$ cat src/rtl/fsub_seq_if.sv
// Operand/result handshake bundle for the sequential FP subtractor.
// Producer drives operands and out_ready; the unit drives the rest.
interface fsub_seq_if;
  logic        in_valid;
  logic        in_ready;
  logic [31:0] x1;
  logic [31:0] x2;
  logic        out_valid;
  logic        out_ready;
  logic [31:0] y;
  logic        ovf;

  modport master (
    output in_valid, x1, x2, out_ready,
    input  in_ready, out_valid, y, ovf
  );

  modport slave (
    input  in_valid, x1, x2, out_ready,
    output in_ready, out_valid, y, ovf
  );
endinterface

$ cat src/rtl/fsub_seq.sv
// Multi-cycle single-precision subtractor y = x1 - x2, round-to-nearest-even.
// Stages: align, add/sub, normalize, round, then a registered result.
module fsub_seq #(
  parameter bit FTZ = 1'b1
) (
  input  logic      clk,
  input  logic      rst,
  fsub_seq_if.slave bus
);

  typedef enum logic [2:0] {
    IDLE, ALIGN, ADDSUB, NORM, ROUND, DONE
  } state_t;

  state_t st;

  logic        in_ready_q;
  logic        out_valid_q;
  logic [31:0] y_q;
  logic        ovf_q;

  logic [31:0] ra, rb;
  logic        spec;
  logic [31:0] sval;
  logic        sgn, zsgn, sub;
  logic [7:0]  ebig;
  logic [25:0] mb, ms;
  logic        stk;
  logic [27:0] sum;
  logic [26:0] nm;
  logic [9:0]  ne;
  logic        zr, zs;
  logic [9:0]  rexp;
  logic [22:0] rman;

  assign bus.in_ready  = in_ready_q;
  assign bus.out_valid = out_valid_q;
  assign bus.y         = y_q;
  assign bus.ovf       = ovf_q;

  // align stage operand analysis
  logic [7:0]  ea, eb, e_big, e_sml, dd;
  logic [22:0] fa, fb, f_big, f_sml;
  logic        a_nan, b_nan, a_inf, b_inf, a_ge, s_big;
  logic [4:0]  dsat;
  logic [51:0] shv;
  logic        sp_n;
  logic [31:0] sv_n;

  always_comb begin
    ea    = ra[30:23];
    eb    = rb[30:23];
    fa    = (FTZ && ea == 8'd0) ? 23'd0 : ra[22:0];
    fb    = (FTZ && eb == 8'd0) ? 23'd0 : rb[22:0];
    a_nan = (ea == 8'hFF) && (fa != 23'd0);
    b_nan = (eb == 8'hFF) && (fb != 23'd0);
    a_inf = (ea == 8'hFF) && (fa == 23'd0);
    b_inf = (eb == 8'hFF) && (fb == 23'd0);
    a_ge  = {ea, fa} >= {eb, fb};
    e_big = a_ge ? ea : eb;
    e_sml = a_ge ? eb : ea;
    f_big = a_ge ? fa : fb;
    f_sml = a_ge ? fb : fa;
    s_big = a_ge ? ra[31] : rb[31];
    dd    = e_big - e_sml;
    dsat  = (dd > 8'd31) ? 5'd31 : dd[4:0];
    // low half of the shifted word catches every bit pushed out
    shv   = {e_sml != 8'd0, f_sml, 2'b00, 26'd0} >> dsat;
    sp_n  = a_nan | b_nan | a_inf | b_inf;
    if (a_nan | b_nan | (a_inf & b_inf & (ra[31] != rb[31])))
      sv_n = 32'h7FC0_0000;
    else if (a_inf)
      sv_n = {ra[31], 8'hFF, 23'd0};
    else
      sv_n = {rb[31], 8'hFF, 23'd0};
  end

  function automatic logic [4:0] lzc(input logic [26:0] v);
    logic [4:0] n;
    n = 5'd26;
    for (int i = 0; i <= 26; i++)
      if (v[i]) n = 5'(26 - i);
    return n;
  endfunction

  logic [4:0]  lz;
  logic [26:0] nsh;
  logic [9:0]  nexp;

  always_comb begin
    lz   = lzc(sum[26:0]);
    nsh  = sum[26:0] << lz;
    nexp = {2'b00, ebig} - {5'd0, lz};
  end

  // bit 3 is the result lsb, bit 2 guard, bits 1:0 fold into sticky
  logic        up;
  logic [24:0] rm;

  always_comb begin
    up = nm[2] & (nm[3] | nm[1] | nm[0]);
    rm = {1'b0, nm[26:3]} + {24'd0, up};
  end

  logic [31:0] py;
  logic        po;

  always_comb begin
    py = {sgn, rexp[7:0], rman};
    po = 1'b0;
    if (spec) begin
      py = sval;
    end else if (zr) begin
      py = {zs, 31'd0};
    end else if (rexp >= 10'd255) begin
      py = {sgn, 8'hFF, 23'd0};
      po = 1'b1;
    end
  end

  always_ff @(posedge clk) begin
    if (rst) begin
      st          <= IDLE;
      in_ready_q  <= 1'b1;
      out_valid_q <= 1'b0;
      y_q         <= 32'd0;
      ovf_q       <= 1'b0;
    end else begin
      unique case (st)
        IDLE: begin
          if (bus.in_valid) begin
            ra         <= bus.x1;
            rb         <= {~bus.x2[31], bus.x2[30:0]};
            in_ready_q <= 1'b0;
            st         <= ALIGN;
          end
        end
        ALIGN: begin
          spec <= sp_n;
          sval <= sv_n;
          sgn  <= s_big;
          zsgn <= ra[31] & rb[31];
          sub  <= ra[31] ^ rb[31];
          ebig <= e_big;
          mb   <= {e_big != 8'd0, f_big, 2'b00};
          ms   <= shv[51:26];
          stk  <= |shv[25:0];
          st   <= ADDSUB;
        end
        ADDSUB: begin
          // sticky rides as an extra lsb so borrows stay exact
          if (sub)
            sum <= {1'b0, mb, 1'b0} - {1'b0, ms, stk};
          else
            sum <= {1'b0, mb, 1'b0} + {1'b0, ms, stk};
          st <= NORM;
        end
        NORM: begin
          zs <= sgn;
          if (sum == 28'd0) begin
            zr <= 1'b1;
            zs <= zsgn;
            nm <= 27'd0;
            ne <= 10'd0;
          end else if (sum[27]) begin
            zr <= 1'b0;
            nm <= {sum[27:2], sum[1] | sum[0]};
            ne <= {2'b00, ebig} + 10'd1;
          end else begin
            zr <= ($signed(nexp) <= 10'sd0);
            nm <= nsh;
            ne <= nexp;
          end
          st <= ROUND;
        end
        ROUND: begin
          rexp <= rm[24] ? ne + 10'd1 : ne;
          rman <= rm[24] ? rm[23:1] : rm[22:0];
          st   <= DONE;
        end
        DONE: begin
          if (!out_valid_q) begin
            y_q         <= py;
            ovf_q       <= po;
            out_valid_q <= 1'b1;
          end else if (bus.out_ready) begin
            out_valid_q <= 1'b0;
            ovf_q       <= 1'b0;
            in_ready_q  <= 1'b1;
            st          <= IDLE;
          end
        end
        default: begin
          in_ready_q  <= 1'b1;
          out_valid_q <= 1'b0;
          st          <= IDLE;
        end
      endcase
    end
  end

endmodule

$ cat src/flat_wrapper.sv
// flat-port wrapper written by rule: the top's interface ports become plain ports
module fsub_seq_flat 
#(
  parameter bit FTZ = 1'b1
)
  (clk, rst, bus_in_valid, bus_x1, bus_x2, bus_out_ready, bus_in_ready, bus_out_valid, bus_y, bus_ovf);
  fsub_seq_if bus_i ();
  input  logic clk;
  input  logic rst;
  input wire logic [$bits(bus_i.in_valid)-1:0] bus_in_valid;
  input wire logic [$bits(bus_i.x1)-1:0] bus_x1;
  input wire logic [$bits(bus_i.x2)-1:0] bus_x2;
  input wire logic [$bits(bus_i.out_ready)-1:0] bus_out_ready;
  output wire logic [$bits(bus_i.in_ready)-1:0] bus_in_ready;
  output wire logic [$bits(bus_i.out_valid)-1:0] bus_out_valid;
  output wire logic [$bits(bus_i.y)-1:0] bus_y;
  output wire logic [$bits(bus_i.ovf)-1:0] bus_ovf;
  assign bus_i.in_valid = bus_in_valid;
  assign bus_i.x1 = bus_x1;
  assign bus_i.x2 = bus_x2;
  assign bus_i.out_ready = bus_out_ready;
  assign bus_in_ready = bus_i.in_ready;
  assign bus_out_valid = bus_i.out_valid;
  assign bus_y = bus_i.y;
  assign bus_ovf = bus_i.ovf;
  fsub_seq #(.FTZ(FTZ)) u_core (.clk(clk), .rst(rst), .bus(bus_i));
endmodule
$ cat config.mk
export PLATFORM = sky130hd
export DESIGN_NAME = fsub_seq_flat
export DESIGN_NICKNAME = d
export VERILOG_FILES = /design/src/rtl/fsub_seq_if.sv /design/src/rtl/fsub_seq.sv /design/src/flat_wrapper.sv
export SDC_FILE = /design/constraint.sdc
export NUM_CORES = 1
export LEC_CHECK = 0
export CORE_UTILIZATION = 50
export DETAILED_ROUTE_END_ITERATION = 8
export GPL_TIMING_DRIVEN = 0
export PLACE_DENSITY = 0.69
export SETUP_SLACK_MARGIN = 0.5
export SLEW_MARGIN = 10
export SYNTH_ARGS = -nofsm -noshare
export SYNTH_HDL_FRONTEND = slang
export SYNTH_SLANG_ARGS = --single-unit
$ cat constraint.sdc
create_clock -name clk -period 17.98 [get_ports clk]
set_input_delay 1.798 -clock clk [delete_from_list [all_inputs] [get_ports clk]]
set_output_delay 1.798 -clock clk [all_outputs]
set_load 0.02 [all_outputs]
# Yosys cells after proc, flatten, opt, wreduce, memory -nomap -nowiden
# Index checks and enable logic that the tools add are counted.
# op_classes
add_sub_neg	7
mul	0
n_div	0
magnitude_cmp	4
eq_ne	12
shifts	2
mux	61
n_bitwise	16
n_reduce_logical	26
# op_table
op	n
$mux W23	5
$mux W32	3
$mux W5	17
$shr A52 B5 Y52	1
$logic_not A23 Y1	2
$reduce_bool A23 Y1	2
$mux W4	8
$ge A31 B31 Y1	1
$mux W31	1
$add A27 B27 Y28	1
$logic_not A28 Y1	1
$mux W28	1
$sub A27 B27 Y28	1
$mux W27	1
$shl A27 B5 Y27	1
$reduce_or A26 Y1	1
$add A24 B1 Y25	1
$mux W10	2
$pmux W3 S6	1
$eq A8 B8 Y1 const B	2
$logic_not A8 Y1	2
$mux W8	2
$reduce_bool A8 Y1	2
$mux W1	13
28 further kinds	56
# word_totals
ff_bits	297
latchBits	0
ram_bits	0
romBits	0
word_cells	151
mem_count	0

# Depth between registers and ports, before layout
# Gate-level depths: netlist (run 1).
# logic_depth
depth_word	29
mapped_depth	32
depth_no_buf	25

# Worst setup path after synthesis (run 1)
# Ideal clock, no wire load.
# synth_timing
path_type	input to register
startpoint	input rst
endpoint	register u_core.st[1]
setup_time_ns	0.099
t_arrival_ns	9.337
t_required_ns	17.881
path_slack_ns	8.543
cell_stages	3
n_path_buf	1
cell_sequence	clkbuf_1 nor4b_1 or2_2
# synth_rtl
element	line	text
from (decl)	flat_wrapper.sv:9	input logic rst;
to (signal assigned)	fsub_seq.sv:123	st <= IDLE;
to (signal assigned)	fsub_seq.sv:135	st <= ALIGN;
to (signal assigned)	fsub_seq.sv:148	st <= ADDSUB;
to (decl)	fsub_seq.sv:15	state_t st;

# Final worst setup path (run 1)
# layout_timing
startpoint	register u_core.ra[29]
endpoint	register u_core.stk (data pin)
# layout_between
elab_chain_cells	9
word_cells_on_any_way	12
# layout_rtl
element	line	text
from (decl)	fsub_seq.sv:22	logic [31:0] ra, rb;
from (signal assigned)	fsub_seq.sv:132	ra <= bus.x1;
$logic_not A8 Y1	fsub_seq.sv:53	fa = (FTZ && ea == 8'd0) ? 23'd0 : ra[22:0];
$mux W23	fsub_seq.sv:53	
$ge A31 B31 Y1	fsub_seq.sv:59	a_ge = {ea, fa} >= {eb, fb};
$mux W8 (on tied branches)	fsub_seq.sv:60, fsub_seq.sv:61	
$sub A8 B8 Y8	fsub_seq.sv:65	dd = e_big - e_sml;
$gt A8 B5 Y1	fsub_seq.sv:66	dsat = (dd > 8'd31) ? 5'd31 : dd[4:0];
$mux W5	fsub_seq.sv:66	
$shr A52 B5 Y52 *	fsub_seq.sv:68	shv = {e_sml != 8'd0, f_sml, 2'b00, 26'd0} >> dsat;
$reduce_or A26 Y1 *	fsub_seq.sv:147	stk <= |shv[25:0];
to (signal assigned)	fsub_seq.sv:147	
to (decl)	fsub_seq.sv:28	logic stk;
# Every way passes the cells marked *; elsewhere a longest branch is shown, timed or not.
# A chain may end at the register's enable or synchronous reset.

==> qor.yml, run 1 <==
outcome:
  status: "complete, no violations"
timing:
  fin_crit_sh_pct: 54.3
  hold_viol: 0
  min_period_ns: 9.76
  fmax_ghz: 0.102
  whs_ns: 0.458
  slew_headroom_pct: 18.2
  rsz0062_at_grt: "false"
  tns_ns: 0
  finalSetupViolations: 0
  worst_slew_pin_slew_ns: 1.20
  skew_ns: 0.0350
  maxSlewViolCount: 0
critical_path:
  cpMostUsedCell: "clkbuf_1"
  critPathSlowestCell: "a2111oi_0"
  slowest_delay_ns: 1.02
  reg2reg_slack_ns: 8.22
  critical_path_class: "flip-flop to flip-flop"
  ff2ff_path_depth: 30
  cp.arrival_ns: 10.09
  r2r-start: "u_core.ra[29]"
  crit_path_end_kind: "flip-flop"
  required_ns: 18.31
  timing.rr.end: "u_core.stk"
  critical_path.max_fanout: 10
  startpoint_type: "flip-flop"
drt:
  first_iter_violations: 1336
  final_antenna_net_count: 0
  wl_per_cell_um: 20.5
  remaining_drc_errors: 0
  routed_wl_um: 51700
  vias_per_cell: 6.09
  first_pass_iters: 6
  vias: 15300
yosys:
  ys_seq_area_share_pct: 43.4
  synth-edff-count: 229
  synth_area_mm2: 0.0176
  yosysMostFrequentCell: "edfxtp_1"
  synth_area_leaders: "edfxtp_1, ha_1, nand2_1"
  avgSynthCellArea_um2: 9.37
  yosys.area.top_type: "edfxtp_1"
  yosys_warnings: 0
  synth_cells: 1880
  synth_nets: 2041
  synth_cell_types: 92
  ys_seq_elements: 267
  synthTopCellsByCount: "edfxtp_1, nand2_1, nor2_1"
  synth_top_area_share_pct: 39.1
  ys_async_sr_fraction_pct: 0
  ys.flop_type: "edfxtp_1"
clocking:
  cts_tree: "built"
  cts.clk_slew.worst_paths_ns: 0.06
  postCtsHoldBufs: 0
  clock-sinks: 267
  cts_resized: 0
  clk_latency_ns: 0.59
  root_buffer: "clkbuf_16"
  cts_htree_levels: 1
  cts-buffers-inserted: 31
  cts_max_path_buffers: 3
  postCtsSetupBuffers: 0
die:
  core_area_mm2: 0.0346
  start_util_pct: 50.8
  ioPinCount: 103
  dieArea_mm2: 0.0360
  rows: 68
  die_h_um: 190
  die_w_um: 190
place:
  io_buffer_count: 101
  gp_congestion: 0.956
  hpwlAfterDp_um: 40100
final_layout:
  n_antenna_cell: 0
  fillers: 3005
  nets: 2198
  drive_above_1_share_pct: 7.37
  syn_to_final_growth_pct: 15.7
hold_path:
  hold-path-endpoint: "u_core.bus.y[31]"
  min_path_cells: 2
  hold_path_class: "flip-flop to flip-flop"
  hp-start: "u_core.bus.y[31]"
grt:
  grt_util_all_layers_pct: 28.6
  antenna_found_initial: 0
  grt_max_degree: 16
  grt_pass1_vias: 14800
  grt-ovfl-total: 0
  grt_pass1_wl_um: 80800
power:
  powerDensity_mw_per_mm2: 84.6
  irDropWorstVdd_v: 0.0000842
  p_leak_nw: 7.68
job:
  cap_viol_max_count: 0
[report_power, final]
| group | switching (mW) | internal (mW) |
|---|---|---|
| Sequential | 0.0172 | 0.702 |
| Combinational | 0.255 | 0.144 |
| Clock | 0.259 | 0.347 |
[cells in the final DEF (no fill, tap or decap), types with 12 or more instances in the layout]
master	count
o211ai_1	15
clkdlybuf4s50_1	101
dfxtp_1	38
mux4_2	19
clkbuf_16	31
nand3_1	45
inv_1	105
nor2b_1	14
o31ai_1	13
a31oi_1	21
o21ai_0	128
nand4_1	24
buf_4	19
nor4_1	21
a211oi_1	23
o21bai_1	12
nand2_1	211
mux2i_1	36
nor3_1	40
and3_1	17
xnor2_1	34
xor2_1	27
ha_1	91
edfxtp_1	229
nor2_1	200
mux2_2	13
a22oi_1	32
buf_2	14
clkbuf_1	80
a21oi_1	124
o22ai_1	29
a21o_1	21
and2_1	16
[cells by family after synthesis]
family / synth area share [%]
AO/OA/AOI/OAI: 19.8
XOR/XNOR: 3.03
adder cells (fa/ha/maj): 6.69
buffers and inverters: 4.65
flip-flops: 43.4
multiplexers: 5.37
AND/OR/NAND/NOR: 17.1
[area by class of cell]
type	instances	area [um2]	area share, %
clock inverter	20	143	0.700
inverter	109	412	2.02
sequential	267	7640	37.5
tap	455	569	2.79
buffer	99	408	2.00
timing repair buffer	124	1190	5.83
clock buffer	38	842	4.13
multi-input combinational	1405	9180	45.0
[worst max-delay path: cells and delay by family (launching register included)]
kind	cells	cell delay, ns
simple gates	10	2.02
compound gates	7	2.95
mux	2	0.39
fa+ha+maj	2	0.60
flops	1	0.38
buf+inv	9	3.16
[flip-flops by register name (all words and copies together) (netlist names), 2 cells and up]
| name | count |
|---|---|
| u_core.bus.y | 32 |
| u_core.ebig | 8 |
| u_core.mb | 24 |
| u_core.ms | 26 |
| u_core.ne | 10 |
| u_core.nm | 27 |
| u_core.ra | 32 |
| u_core.rb | 32 |
| u_core.rexp | 10 |
| u_core.rman | 23 |
| u_core.st | 3 |
| u_core.sum | 28 |
| u_core.sval | 2 |
[worst max path at each step]
stage | start | endpoint | slack [ns]
detailed placement | u_core.ra[29] | u_core.stk | 8.49
CTS | u_core.ra[29] | u_core.stk | 8.50
finish | u_core.ra[29] | u_core.stk | 8.22
floorplan | rst | u_core.st[1] | 8.54
global placement | rst | u_core.st[1] | 5.88
global route | u_core.ra[29] | u_core.stk | 7.64
[routing by layer]
layer,global-route usage [%],wire [um]
met1,34.8,20700
met2,50.3,25400
met3,2.71,2650
met4,15.2,2900
met5,0,0
[per-stage QoR]
step           util (%)  instance area [um2]  power (mW)  cells  setup slack [ns]
2_1_floorplan         -                17600       0.994   1880              8.54
3_3_place_gp       55.4                19200        1.12   2436              5.88
3_5_place_dp       56.0                19400        1.12   2459              8.49
4_1_cts            58.8                20400        1.73   2517              8.50
5_1_grt            58.8                20400        1.79   2517              7.64
6_report           58.8                20400        1.72   2517              8.22
No activity file was read; power rests on OpenSTA's default activity.
==> inputs of run 2 (changes only) <==
clock period = 9.9 ns   (was 17.98 ns; I/O delays follow)
==> run 2 against run 1 <==
Power grew 82%. Flip-flop and latch count unchanged. Clock-buffer cell count unchanged. Combinational power up 83%. Clock skew about the same. Fmax grew 9.9%. Sequential share of layout area fell by 0.083 points. Core utilization up 0.13 points. Setup slack lost 7.2 ns. Register-to-register slack worse by 7.2 ns. Highest routed layer unchanged. Critical path type unchanged. Worst hold slack about the same. Critical path depth grew 1.
==> qor.yml, run 2 (synthesized netlist as in run 1, its figures left out) <==
grt:
  grt_pass1_wl_um: 80800
  grt-ovfl-total: 0
  grt_pass1_vias: 14800
  grt_max_degree: 16
  grt_util_all_layers_pct: 28.7
  antenna_found_initial: 0
critical_path:
  ff2ff_path_depth: 31
  timing.rr.end: "u_core.stk"
  r2r-start: "u_core.ra[29]"
  required_ns: 10.23
  critical_path.max_fanout: 10
  startpoint_type: "flip-flop"
  slowest_delay_ns: 0.88
  critPathSlowestCell: "a2111oi_0"
  cp.arrival_ns: 9.21
  critical_path_class: "flip-flop to flip-flop"
  crit_path_end_kind: "flip-flop"
  reg2reg_slack_ns: 1.02
final_layout:
  fillers: 3007
  n_antenna_cell: 0
  final_common_cell: "edfxtp_1"
  syn_to_final_growth_pct: 16.0
  nets: 2201
  mostFrequentLayoutCells: "edfxtp_1, nand2_1, nor2_1"
  drive_above_1_share_pct: 7.75
timing:
  rsz0062_at_grt: "false"
  fin_ws_ns: 1.02
  worst_slew_pin_slew_ns: 1.17
  min_period_ns: 8.88
  fin_crit_sh_pct: 89.7
  maxSlewViolCount: 0
  finalSetupViolations: 0
  slew_headroom_pct: 21.2
  fmax_ghz: 0.113
  hold_viol: 0
  skew_ns: 0.0350
drt:
  wl_met3_um: 2390
  vias: 15400
  vias_per_cell: 6.11
  top_layer: "met4"
  final_antenna_net_count: 0
  routed_wl_um: 51700
  first_iter_violations: 1323
  wl_per_cell_um: 20.5
  wirelength_met1_um: 20900
  dr_wl_met2_um: 25500
  first_pass_iters: 6
  remaining_drc_errors: 0
power:
  power.total_mw: 3.14
  irDropWorstVdd_v: 0.000153
  powerDensity_mw_per_mm2: 154
  p_leak_nw: 7.70
die:
  dieArea_mm2: 0.0360
  rows: 68
  ioPinCount: 103
  die_w_um: 190
  core_area_mm2: 0.0346
  start_util_pct: 50.8
  die_h_um: 190
clocking:
  root_buffer: "clkbuf_16"
  clock-sinks: 267
  cts_max_path_buffers: 3
  cts_htree_levels: 1
  cts.clk_slew.worst_paths_ns: 0.06
  cts-buffers-inserted: 31
  clk_latency_ns: 0.59
  cts_tree: "built"
  postCtsHoldBufs: 0
place:
  gp_congestion: 0.956
  post-place-ws_ns: 0.412
  io_buffer_count: 101
  hpwlAfterDp_um: 40100
job:
  cap_viol_max_count: 0
hold_path:
  hold_path_class: "flip-flop to flip-flop"
  hold-path-endpoint: "u_core.bus.y[31]"
  min_path_cells: 2
  hp-start: "u_core.bus.y[31]"
outcome:
  status: "complete, no violations"
==> run 2: power by group <==
part	leakage, nW	switching, mW	internal (mW)
registers	2.41	0.0313	1.28
clock network	0.467	0.470	0.629
logic	4.82	0.467	0.265
==> run 2: routing by layer <==
layer	track usage, %	vias up
met1	34.8	7377
li1	-	7315
met2	50.3	581
met5	0	-
met4	15.2	0
met3	2.71	136
==> run 2: repair_timing <==
action	in CTS	in global routing
endpoints found under the hold margin	0	0
pin swaps	0	1
endpoints found under the setup margin	1	23
setup buffers	0	3
gates resized for setup	1	7
==> run 2: through the flow <==
step	TNS [ns]	std cells	util [%]	hold slack (ns)	instance area [um2]
final	0	2520	59.0	0.458	20400
after global routing	0	2520	59.0	0.490	20400
after global placement	-82.52	2436	55.4	0.451	19200
after CTS	0	2517	58.9	0.460	20400
after detailed placement	0	2459	56.0	0.452	19400
after floorplan	0	1880	-	0.459	17600
==> run 2: critical path, delay by kind of cell, from the launching register on <==
kind	cells	cell delay (ns)
AO/OA/AOI/OAI	10	3.16
buffers and inverters	8	2.31
AND/OR/NAND/NOR	10	1.96
adder cells (fa/ha/maj)	2	0.59
flip-flops	1	0.38
multiplexers	1	0.23
==> run 2: worst max path at each step <==
stage | startpoint | to | slack (ns) | depth (start not counted)
CTS | u_core.ra[29] | u_core.stk | 0.52 | 29
floorplan | rst | u_core.st[1] | 1.27 | 3
global placement | rst | u_core.st[1] | -1.39 | 3
global route | u_core.ra[29] | u_core.stk | 0.55 | 30
detailed placement | u_core.ra[29] | u_core.stk | 0.41 | 29
finish | u_core.ra[29] | u_core.stk | 1.02 | 31
==> run 2: layout make-up <==
type / count / area [um2] / area share [%]
plain buffers: 99 / 409 / 2.00
flip-flops and latches: 267 / 7640 / 37.4
inverters: 109 / 412 / 2.02
repair buffers: 127 / 1210 / 5.93
clock buffers: 38 / 842 / 4.12
clock inverters: 20 / 143 / 0.698
well taps: 455 / 569 / 2.79
multi-input cells: 1405 / 9200 / 45.0
==> inputs of run 3 (changes only) <==
ABC_CLOCK_PERIOD_IN_PS = 9900   (was not set)
==> results of run 3 <==
Same layout as run 2: the final DEF is identical, and so are final timing and power.
